[src/rtl/wave_cfg_sched.sv]
// wave_cfg_sched -- configuration scheduler for the sine generator.
//
// Takes frequency/amplitude commands from two requesters: debounced board
// keys (A) and LCD touch keys (B). It keeps a shadow copy of the settings.
// A new setting is committed to the DDS/scaling datapath only on a DDS phase
// wrap, so the waveform never changes mid-cycle. If no phase wrap arrives
// within WRAP_TIMEOUT cycles, the commit is forced.
//
// Optional feature macro: WAVE_CFG_WRAP_EN
//   defined   : up/down steps wrap around at the limits (MAX->MIN, MIN->MAX)
//   undefined : up/down steps saturate at the limits
//
// Ports:
//   clk          system clock
//   rst          asynchronous active-high reset
//   req_a_valid  requester A command valid
//   req_a_cmd    requester A command (0 NOP, 1 FREQ_UP, 2 FREQ_DN, 3 AMP_UP,
//                4 AMP_DN, 5 DEFAULTS, 6/7 NOP)
//   req_a_ready  requester A may present a command
//   req_b_valid  requester B command valid
//   req_b_cmd    requester B command
//   req_b_ready  requester B may present a command
//   phase_wrap   one-cycle strobe at DDS phase zero
//   freq_out     committed frequency step (x100 Hz)
//   amp_out      committed amplitude code (x0.1 Vpp)
//   cfg_update   one-cycle pulse when freq_out/amp_out change
//   busy         high whenever a command is being processed
module wave_cfg_sched #(
  parameter int FREQ_MIN     = 1,
  parameter int FREQ_MAX     = 30,
  parameter int FREQ_INIT    = 10,
  parameter int AMP_MIN      = 10,
  parameter int AMP_MAX      = 20,
  parameter int AMP_INIT     = 10,
  parameter int WRAP_TIMEOUT = 4096
) (
  input  logic       clk,
  input  logic       rst,
  input  logic       req_a_valid,
  input  logic [2:0] req_a_cmd,
  output logic       req_a_ready,
  input  logic       req_b_valid,
  input  logic [2:0] req_b_cmd,
  output logic       req_b_ready,
  input  logic       phase_wrap,
  output logic [4:0] freq_out,
  output logic [4:0] amp_out,
  output logic       cfg_update,
  output logic       busy
);

  localparam logic [1:0] S_IDLE   = 2'd0;
  localparam logic [1:0] S_CALC   = 2'd1;
  localparam logic [1:0] S_WAIT   = 2'd2;
  localparam logic [1:0] S_COMMIT = 2'd3;

  localparam logic [2:0] CMD_FREQ_UP  = 3'd1;
  localparam logic [2:0] CMD_FREQ_DN  = 3'd2;
  localparam logic [2:0] CMD_AMP_UP   = 3'd3;
  localparam logic [2:0] CMD_AMP_DN   = 3'd4;
  localparam logic [2:0] CMD_DEFAULTS = 3'd5;

  localparam logic [4:0] F_MIN  = 5'(FREQ_MIN);
  localparam logic [4:0] F_MAX  = 5'(FREQ_MAX);
  localparam logic [4:0] F_INIT = 5'(FREQ_INIT);
  localparam logic [4:0] A_MIN  = 5'(AMP_MIN);
  localparam logic [4:0] A_MAX  = 5'(AMP_MAX);
  localparam logic [4:0] A_INIT = 5'(AMP_INIT);

  localparam int CNT_W = (WRAP_TIMEOUT > 1) ? $clog2(WRAP_TIMEOUT) : 1;
  localparam logic [CNT_W-1:0] CNT_LAST = CNT_W'(WRAP_TIMEOUT - 1);

  // Step one unit up. The limit is checked before the add, so the value
  // never passes through 31.
  function automatic logic [4:0] step_up(input logic [4:0] v,
                                         input logic [4:0] lo,
                                         input logic [4:0] hi);
`ifdef WAVE_CFG_WRAP_EN
    return (v >= hi) ? lo : v + 5'd1;
`else
    return (v >= hi) ? hi : v + 5'd1;
`endif
  endfunction

  // Step one unit down. The limit is checked before the subtract, so the
  // value never passes through 0.
  function automatic logic [4:0] step_dn(input logic [4:0] v,
                                         input logic [4:0] lo,
                                         input logic [4:0] hi);
`ifdef WAVE_CFG_WRAP_EN
    return (v <= lo) ? hi : v - 5'd1;
`else
    return (v <= lo) ? lo : v - 5'd1;
`endif
  endfunction

  // Next {freq, amp} for a command applied to the current shadow values.
  function automatic logic [9:0] next_cfg(input logic [2:0] cmd,
                                          input logic [4:0] f,
                                          input logic [4:0] a);
    logic [4:0] nf;
    logic [4:0] na;
    nf = f;
    na = a;
    case (cmd)
      CMD_FREQ_UP:  nf = step_up(f, F_MIN, F_MAX);
      CMD_FREQ_DN:  nf = step_dn(f, F_MIN, F_MAX);
      CMD_AMP_UP:   na = step_up(a, A_MIN, A_MAX);
      CMD_AMP_DN:   na = step_dn(a, A_MIN, A_MAX);
      CMD_DEFAULTS: begin
        nf = F_INIT;
        na = A_INIT;
      end
      default: begin
        nf = f;
        na = a;
      end
    endcase
    return {nf, na};
  endfunction

  logic [1:0]       state;
  logic             pref_b;      // 1: B wins the next simultaneous request
  logic [2:0]       cmd_lat;
  logic [4:0]       shadow_freq;
  logic [4:0]       shadow_amp;
  logic [CNT_W-1:0] wrap_cnt;
  logic             grant_a;
  logic             grant_b;
  logic [4:0]       calc_freq;
  logic [4:0]       calc_amp;

  // Grant logic: only in IDLE, one requester per edge, pointer breaks ties.
  always_comb begin
    grant_a = 1'b0;
    grant_b = 1'b0;
    if (state == S_IDLE) begin
      if (req_a_valid && req_b_valid) begin
        grant_a = ~pref_b;
        grant_b = pref_b;
      end else begin
        grant_a = req_a_valid;
        grant_b = req_b_valid;
      end
    end else begin
      grant_a = 1'b0;
      grant_b = 1'b0;
    end
  end

  // Candidate shadow values for the latched command.
  always_comb begin
    {calc_freq, calc_amp} = next_cfg(cmd_lat, shadow_freq, shadow_amp);
  end

  // Scheduler FSM, shadow registers and committed outputs.
  always_ff @(posedge clk or posedge rst) begin
    if (rst) begin
      state       <= S_IDLE;
      pref_b      <= 1'b0;
      cmd_lat     <= 3'd0;
      shadow_freq <= F_INIT;
      shadow_amp  <= A_INIT;
      wrap_cnt    <= '0;
      freq_out    <= F_INIT;
      amp_out     <= A_INIT;
      cfg_update  <= 1'b0;
      busy        <= 1'b0;
      req_a_ready <= 1'b1;
      req_b_ready <= 1'b1;
    end else begin
      cfg_update <= 1'b0;
      case (state)
        S_IDLE: begin
          if (grant_a || grant_b) begin
            cmd_lat     <= grant_a ? req_a_cmd : req_b_cmd;
            // The pointer moves only after a contested grant.
            if (req_a_valid && req_b_valid) begin
              pref_b <= ~pref_b;
            end
            state       <= S_CALC;
            busy        <= 1'b1;
            req_a_ready <= 1'b0;
            req_b_ready <= 1'b0;
          end
        end
        S_CALC: begin
          shadow_freq <= calc_freq;
          shadow_amp  <= calc_amp;
          // Nothing visible would change, so skip the commit entirely.
          if ((calc_freq == freq_out) && (calc_amp == amp_out)) begin
            state       <= S_IDLE;
            busy        <= 1'b0;
            req_a_ready <= 1'b1;
            req_b_ready <= 1'b1;
          end else begin
            state    <= S_WAIT;
            wrap_cnt <= '0;
          end
        end
        S_WAIT: begin
          if (phase_wrap || (wrap_cnt == CNT_LAST)) begin
            state      <= S_COMMIT;
            freq_out   <= shadow_freq;
            amp_out    <= shadow_amp;
            cfg_update <= 1'b1;
          end else begin
            wrap_cnt <= wrap_cnt + CNT_W'(1);
          end
        end
        S_COMMIT: begin
          state       <= S_IDLE;
          busy        <= 1'b0;
          req_a_ready <= 1'b1;
          req_b_ready <= 1'b1;
        end
        default: begin
          state       <= S_IDLE;
          busy        <= 1'b0;
          req_a_ready <= 1'b1;
          req_b_ready <= 1'b1;
        end
      endcase
    end
  end

endmodule

[config.mk]
export PLATFORM = sky130hd
export DESIGN_NAME = wave_cfg_sched
export DESIGN_NICKNAME = d
export VERILOG_FILES = /design/src/rtl/wave_cfg_sched.sv
export SDC_FILE = /design/constraint.sdc
export NUM_CORES = 1
export LEC_CHECK = 0
export CAP_MARGIN = 0
export CORE_UTILIZATION = 50
export CTS_CLUSTER_DIAMETER = 50
export CTS_CLUSTER_SIZE = 25
export DETAILED_ROUTE_END_ITERATION = 8
export GPL_ROUTABILITY_DRIVEN = 0
export MAX_ROUTING_LAYER = met4
export PLACE_DENSITY = 0.68
export SLEW_MARGIN = 15
export SYNTH_ARGS = -nofsm -noshare
export SYNTH_HDL_FRONTEND = slang
export SYNTH_SLANG_ARGS = --single-unit
[constraint.sdc]
create_clock -name clk -period 3.5 [get_ports clk]
set_input_delay 0.525 -clock clk [delete_from_list [all_inputs] [get_ports clk]]
set_output_delay 0.525 -clock clk [all_outputs]
set_load 0.01 [all_outputs]
==> results_dict.tcl, run 1 <==
set metrics [dict create \
    run_status "complete, no violations" \
    vdd_ir_drop_max_v 0.000395 \
    hold_end "pref_b" \
    diodes 0 \
    rows 26 \
    power_leakage_uw 0.00131 \
    grt_pass1_vias 2160 \
    cts-root-buf "clkbuf_8" \
    synth_area_leader_cell "dfrtp_1" \
    syn_nets 320 \
    die_area_um2 5920 \
    fin_nets 337 \
    cts_setup_buffers 0 \
    min_from "pref_b" \
    clock_sinks 41 \
    met3_usage_pct 3.33 \
    worstHoldPathCells 1 \
    yosysWarningCount 0 \
    crit_cells 10 \
    setup_viol 0 \
    die_y_um 76.9 \
    synth_flop_cell "dfrtp_1" \
    clockBufferDepth 2 \
    power_uw 2740 \
    syn2layout_area_growth_pct 13.3 \
    ys_types 63 \
    clock.fmax_ghz 0.340 \
    reg2reg_depth 10 \
    reg2reg_from "shadow_freq[1]" \
    cts_made_buffers 5 \
    crit_path_end_kind "register" \
    synthArstFlopShare_pct 100 \
    portBuffers 24 \
    synth.top_cells.by_area "dfrtp_1, dfstp_2, xor2_1" \
    met1_usage_pct 31.0 \
    relSlewSlack_pct 54.6 \
    critPathTopFamily "compound AO/OA/AOI/OAI gates" \
    cp_data_required_time_ps 3680 \
    drv_slew 0 \
    grt_pass1_wl_mm 10.2 \
    drc_errors 0 \
    dpl.hpwl_mm 4.38 \
    h-tree-depth 2 \
    cts_resized 0 \
    syn_inst 302 \
    syn_area_per_cell_um2 9.30 \
    critPathMaxStageDelay_ps 660 \
    fin_worst_skew_ps 6.65 \
    finalSetupTns_ps 0 \
    crit_path_top_delay_cell "dfstp_2" \
    drt-wirelength-per-cell_um 15.4 \
    ys_seq_elements 41 \
    path_buf_inv 2 \
    met2_usage_pct 33.8 \
    period_needed_ps 2940 \
    pwr_density_cell_nw_per_um2 863 \
    io_pins 25 \
    busiest_layer "met2" \
    rsz0062_at_grt "false" \
    antenna_left 0 \
    die_x_um 76.9 \
    rrSetupSlack_ps 560 \
    synth-edff-count 0 \
    track_usage_pct 22.4 \
    via_per_inst 5.93 \
    grt_overflow 0 \
    seq_area_frac_synth_pct 36.9 \
    path_class "register to register" \
    synth_top_cell_area_share_pct 28.5 \
    path_cells "inv_1, ha_1, o21bai_1, a211oi_1, o31a_1, o211ai_1, a2111oi_2, a21oi_2, buf_4, or2_1" \
    antenna_found_initial 0 \
    hold_viol 0 \
    drt_iter0_drc 143 \
    arrival_ps 3120 \
    worstPathMaxFanout 13 \
    drv_cap 0 \
    grt_max_degree 23 \
    dr.pass1.iters 4 \
    cts_tree "built" \
    drt_wl_total_mm 6.00 \
    cp-start-kind "register" \
    postCtsHoldBufs 0 \
    cts.clk_slew.worst_paths_ps 90 \
    start_util_pct 53.3 \
    synth_area_um2 2810 \
    clock_latency_ps 300 \
    core_um2 5270 \
    period_share_pct 84.0 \
    tightest_slew_ps 681 \
    vias 2312 \
    drive_above_1_share_pct 16.3 \
    hp-class "register to register" \
]
synthesized netlist by cell type, drive strengths merged (6+ instances only):
| master | number |
|---|---|
| dfrtp | 32 |
| nor2 | 25 |
| nand2 | 19 |
| o21ai | 15 |
| nand3 | 14 |
| a21oi | 13 |
| xor2 | 13 |
| buf | 11 |
| inv | 10 |
| mux2 | 10 |
| dfstp | 9 |
| clkbuf | 8 |
| nand4 | 8 |
| nor2b | 8 |
| ha | 7 |
| xnor2 | 7 |
| and2 | 6 |
| and4 | 6 |
| mux2i | 6 |
| nand2b | 6 |
worst register-to-register path, delay by kind of cell, from the launching register on:
family,cells,cell delay (ps)
and+or+nand+nor,1,230
DFF,1,660
AOI/OAI and AO/OA,6,1390
adders and majority gates,1,190
buffers and inverters,2,360
logic make-up after synthesis:
family,share of synthesized area [%]
multiplexers,6.15
adder cells (fa/ha/maj),3.12
AND/OR/NAND/NOR,25.4
buffers and inverters,5.04
AO/OA/AOI/OAI,17.1
XOR/XNOR,6.24
flip-flops,36.9
metal layers:
layer	part of all wire (%)	vias to the layer above
met3	3.3	11
met4	1.5	0
met2	47	47
li1	-	1136
met5	0	-
met1	48	1118
through the flow:
stage / utilization [%] / instance area (um2) / setup slack (ps) / hold slack, ps / std cells
floorplan: - / 2810 / 921 / 445 / 302
global placement: 58.2 / 3070 / 603 / 467 / 382
detailed placement: 58.2 / 3070 / 597 / 467 / 382
CTS: 60.4 / 3180 / 570 / 484 / 390
global route: 60.4 / 3180 / 316 / 517 / 390
finish: 60.4 / 3180 / 561 / 480 / 390
sequential cells by signal, indices dropped and copies added (netlist names), named ones only:
signal,cells
wrap_cnt,12
freq_out,5
shadow_amp,5
shadow_freq,5
busy,1
req_b_ready,1
state,1
amp_out,5
cfg_update,1
pref_b,1
cmd_lat,3
cell usage in the layout (no fill, tap or decap), types with 3 or more instances in the layout:
master and instances:
xnor2_1 7, nor3b_1 3, nor2_2 10, and3_1 4, buf_4 5, dfrtp_1 32
dfstp_2 9, o21ai_0 14, a31oi_1 5, a21oi_1 12, xor2_1 13, clkbuf_8 5
and2_1 6, nor2_1 15, nand2b_1 6, mux2i_1 6, nor2b_1 8, clkdlybuf4s50_1 24
inv_1 10, and4_1 5, nand3_1 14, nand4_1 8, o211ai_1 4, nand2_1 19
mux2_2 10, or3_1 4, ha_1 7, a211oi_1 4, nor3_1 4
worst max-delay path by stage:
stage / startpoint / endpoint / slack (ps)
3_5_place_dp: shadow_freq[1] / register / 600
3_3_place_gp: shadow_freq[0] / register / 600
4_1_cts: shadow_freq[1] / register / 570
6_report: shadow_freq[1] / register / 560
5_1_grt: shadow_freq[1] / register / 320
2_1_floorplan: shadow_freq[1] / register / 920
power breakdown:
part	switching (uW)	internal, uW	leakage (uW)
Combinational	693	670	0.000747
Sequential	334	662	0.000505
Clock	171	214	0.0000554
Total	1200	1550	0.00131
area by class of cell:
| type | count | area, um2 |
|---|---|---|
| fillers | 476 | 2090 |
| multi-input cells | 232 | 1630 |
| flip-flops and latches | 41 | 1040 |
| repair buffers | 29 | 278 |
| well taps | 70 | 87.6 |
| clock buffers | 6 | 72.6 |
| clock inverters | 2 | 38.8 |
| inverters | 10 | 37.5 |
No activity file was read; power rests on OpenSTA's default activity.
==> inputs of run 2 (changes only) <==
--- a/config.mk
+++ b/config.mk
@@ -12,7 +12,7 @@
 export DETAILED_ROUTE_END_ITERATION = 8
 export GPL_ROUTABILITY_DRIVEN = 0
 export MAX_ROUTING_LAYER = met4
-export PLACE_DENSITY = 0.68
+export PLACE_DENSITY = 0.7
 export SLEW_MARGIN = 15
 export SYNTH_ARGS = -nofsm -noshare
 export SYNTH_HDL_FRONTEND = slang
==> constraint.sdc (replaced) <==
create_clock -name clk -period 2.4 [get_ports clk]
set_input_delay 0.36 -clock clk [delete_from_list [all_inputs] [get_ports clk]]
set_output_delay 0.36 -clock clk [all_outputs]
set_load 0.01 [all_outputs]
==> run 2 against run 1 <==
Net effect:
- the flow now finishes with violations (setup timing)
- register-to-register slack worse by 680 ps
- core utilization grew 11 points
- non-clock buffer count increased by 47
- critical path type unchanged
==> results_dict.tcl, run 2 (synthesis results as in run 1) <==
set metrics [dict create \
    core_um2 5270 \
    grt_pass1_vias 2426 \
    worstHoldPathCells 1 \
    cts_made_buffers 5 \
    intPower_uw 2790 \
    drv_slew 0 \
    period_share_pct 105 \
    tightest_slew_ps 733 \
    dpl.hpwl_mm 4.76 \
    arrival_ps 2730 \
    dr.pass1.iters 4 \
    worstPathMaxFanout 5 \
    die_area_um2 5920 \
    pwr_density_cell_nw_per_um2 1300 \
    syn2layout_area_growth_pct 33.3 \
    hold_viol 0 \
    io_pins 25 \
    grt_overflow 0 \
    p_clk_share_pct 10.4 \
    cp-start-kind "register" \
    largest_reg_flops 12 \
    power_uw 4850 \
    setup_viol 13 \
    rows 26 \
    combPwrFrac_pct 62.2 \
    track_usage_pct 25.3 \
    drc_errors 0 \
    vdd_ir_drop_max_v 0.000844 \
    final_common_cell "buf_4" \
    via_per_inst 5.71 \
    min_from "pref_b" \
    fin_hold_ws_ps 476 \
    drt-wirelength-per-cell_um 15.6 \
    antenna_left 0 \
    layout_common_cells "buf_4, dfrtp_1, clkdlybuf4s50_1" \
    start_util_pct 53.3 \
    critPathMaxStageDelay_ps 450 \
    drt_wl_total_mm 6.81 \
    setup_slack_ps -114 \
    clock_latency_ps 290 \
    path_class "register to register" \
    seq_power_share_pct 27.4 \
    drv_cap 0 \
    clock_sinks 41 \
    cts-root-buf "clkbuf_8" \
    die_x_um 76.9 \
    rsz0062_at_grt "true" \
    failed_checks "setup timing" \
    fin_nets 384 \
    crit_path_top_delay_cell "dfrtp_2" \
    cts.clk_slew.worst_paths_ps 80 \
    hold_end "pref_b" \
    crit-reg2reg-capture "req_b_ready" \
    reg2reg_depth 10 \
    grt_max_degree 42 \
    diodes 0 \
    reg2reg_from "shadow_freq[0]" \
    p_sw_share_pct 42.5 \
    relSlewSlack_pct 51.1 \
    grt_pass1_wl_mm 11.5 \
    clockBufferDepth 2 \
    portBuffers 24 \
    period_needed_ps 2510 \
    power_leakage_uw 0.00156 \
    drt_iter0_drc 128 \
    hp-class "register to register" \
    rrSetupSlack_ps -110 \
    vias 2496 \
    top_register "wrap_cnt" \
    run_status "finished with violations" \
    p_switching_uw 2060 \
    cp_data_required_time_ps 2620 \
    die_y_um 76.9 \
    path_cells "inv_2, ha_1, nand4bb_4, and3_1, o31a_1, o211ai_1, a2111oi_4, buf_4, a21o_1, a22o_1" \
    antenna_found_initial 0 \
    cts_tree "built" \
    fin_worst_skew_ps 5.25 \
    drive_above_1_share_pct 33.5 \
    crit_path_end_kind "register" \
    clock.fmax_ghz 0.398 \
    h-tree-depth 2 \
]
==> run 2: stage by stage <==
stage / utilization [%] / worst slack, ps / instance area (um2) / setup TNS [ps] / std cells
final: 71.0 / -114 / 3740 / -938 / 437
after global routing: 71.0 / -239 / 3740 / -2780 / 437
after CTS: 69.1 / -76.8 / 3640 / -406 / 436
after detailed placement: 64.9 / -209 / 3420 / -2230 / 425
after global placement: 64.9 / -137 / 3420 / -1550 / 425
after floorplan: - / 17.5 / 2830 / 0 / 302
==> run 2: how the worst max path moves through the flow <==
stage                         from  depth (start not counted)  slack, ps      endpoint
detailed placement  shadow_freq[1]                         10       -210  wrap_cnt[11]
CTS                  shadow_amp[1]                          9        -80      register
floorplan           shadow_freq[1]                         10         20   wrap_cnt[1]
global placement     shadow_amp[1]                          9       -140      register
finish              shadow_freq[0]                         10       -110   req_b_ready
global route        shadow_freq[1]                          8       -240      register
==> run 2: critical path, delay by kind of cell, from the launching register on <==
kind / cells / cell delay (ps)
and+or+nand+nor: 2 / 420
adders and majority gates: 1 / 210
AOI/OAI and AO/OA: 5 / 1120
DFF: 1 / 450
buffers and inverters: 2 / 250
==> run 2: power by group through the flow <==
stage | registers [uW] | clock network (uW) | logic [uW]
floorplan | 1200 | 0 | 1730
global placement | 1300 | 0 | 2600
detailed placement | 1300 | 0 | 2630
CTS | 1300 | 521 | 2860
global route | 1380 | 551 | 3290
finish | 1330 | 504 | 3020
==> run 2: cell type report <==
type                    instances  area [um2]
clock inverters                 1        8.76
repair buffers                 76         654
multi-input cells             232        1820
inverters                      10        37.5
flip-flops and latches         41        1040
clock buffers                   7        96.3
well taps                      70        87.6
fillers                       434        1530
==> run 2: layer usage <==
metal	vias to the layer above	track usage, %	routed length (um)	share of wire [%]
li1	1232	-	-	-
met1	1207	34.0	3210	47
met2	55	40.7	3260	48
met3	2	3.57	306	4.5
met4	0	5.19	29	0.43
met5	-	-	0	0
==> run 2: what timing repair did <==
action | 4_1_cts | 5_1_grt
setup endpoints to repair | 15 | 15
pin swaps | 16 | 4
gates cloned | 0 | 0
setup buffers | 3 | 1
hold buffers | 0 | 0
gates resized for setup | 16 | 17
==> inputs of run 3 (changes only) <==
--- a/config.mk
+++ b/config.mk
@@ -5,6 +5,7 @@
 export SDC_FILE = /design/constraint.sdc
 export NUM_CORES = 1
 export LEC_CHECK = 0
+export ABC_CLOCK_PERIOD_IN_PS = 2400
 export CAP_MARGIN = 0
 export CORE_UTILIZATION = 50
 export CTS_CLUSTER_DIAMETER = 50
==> results of run 3 <==
The final DEF is identical to that of run 2; final timing and power are the same.
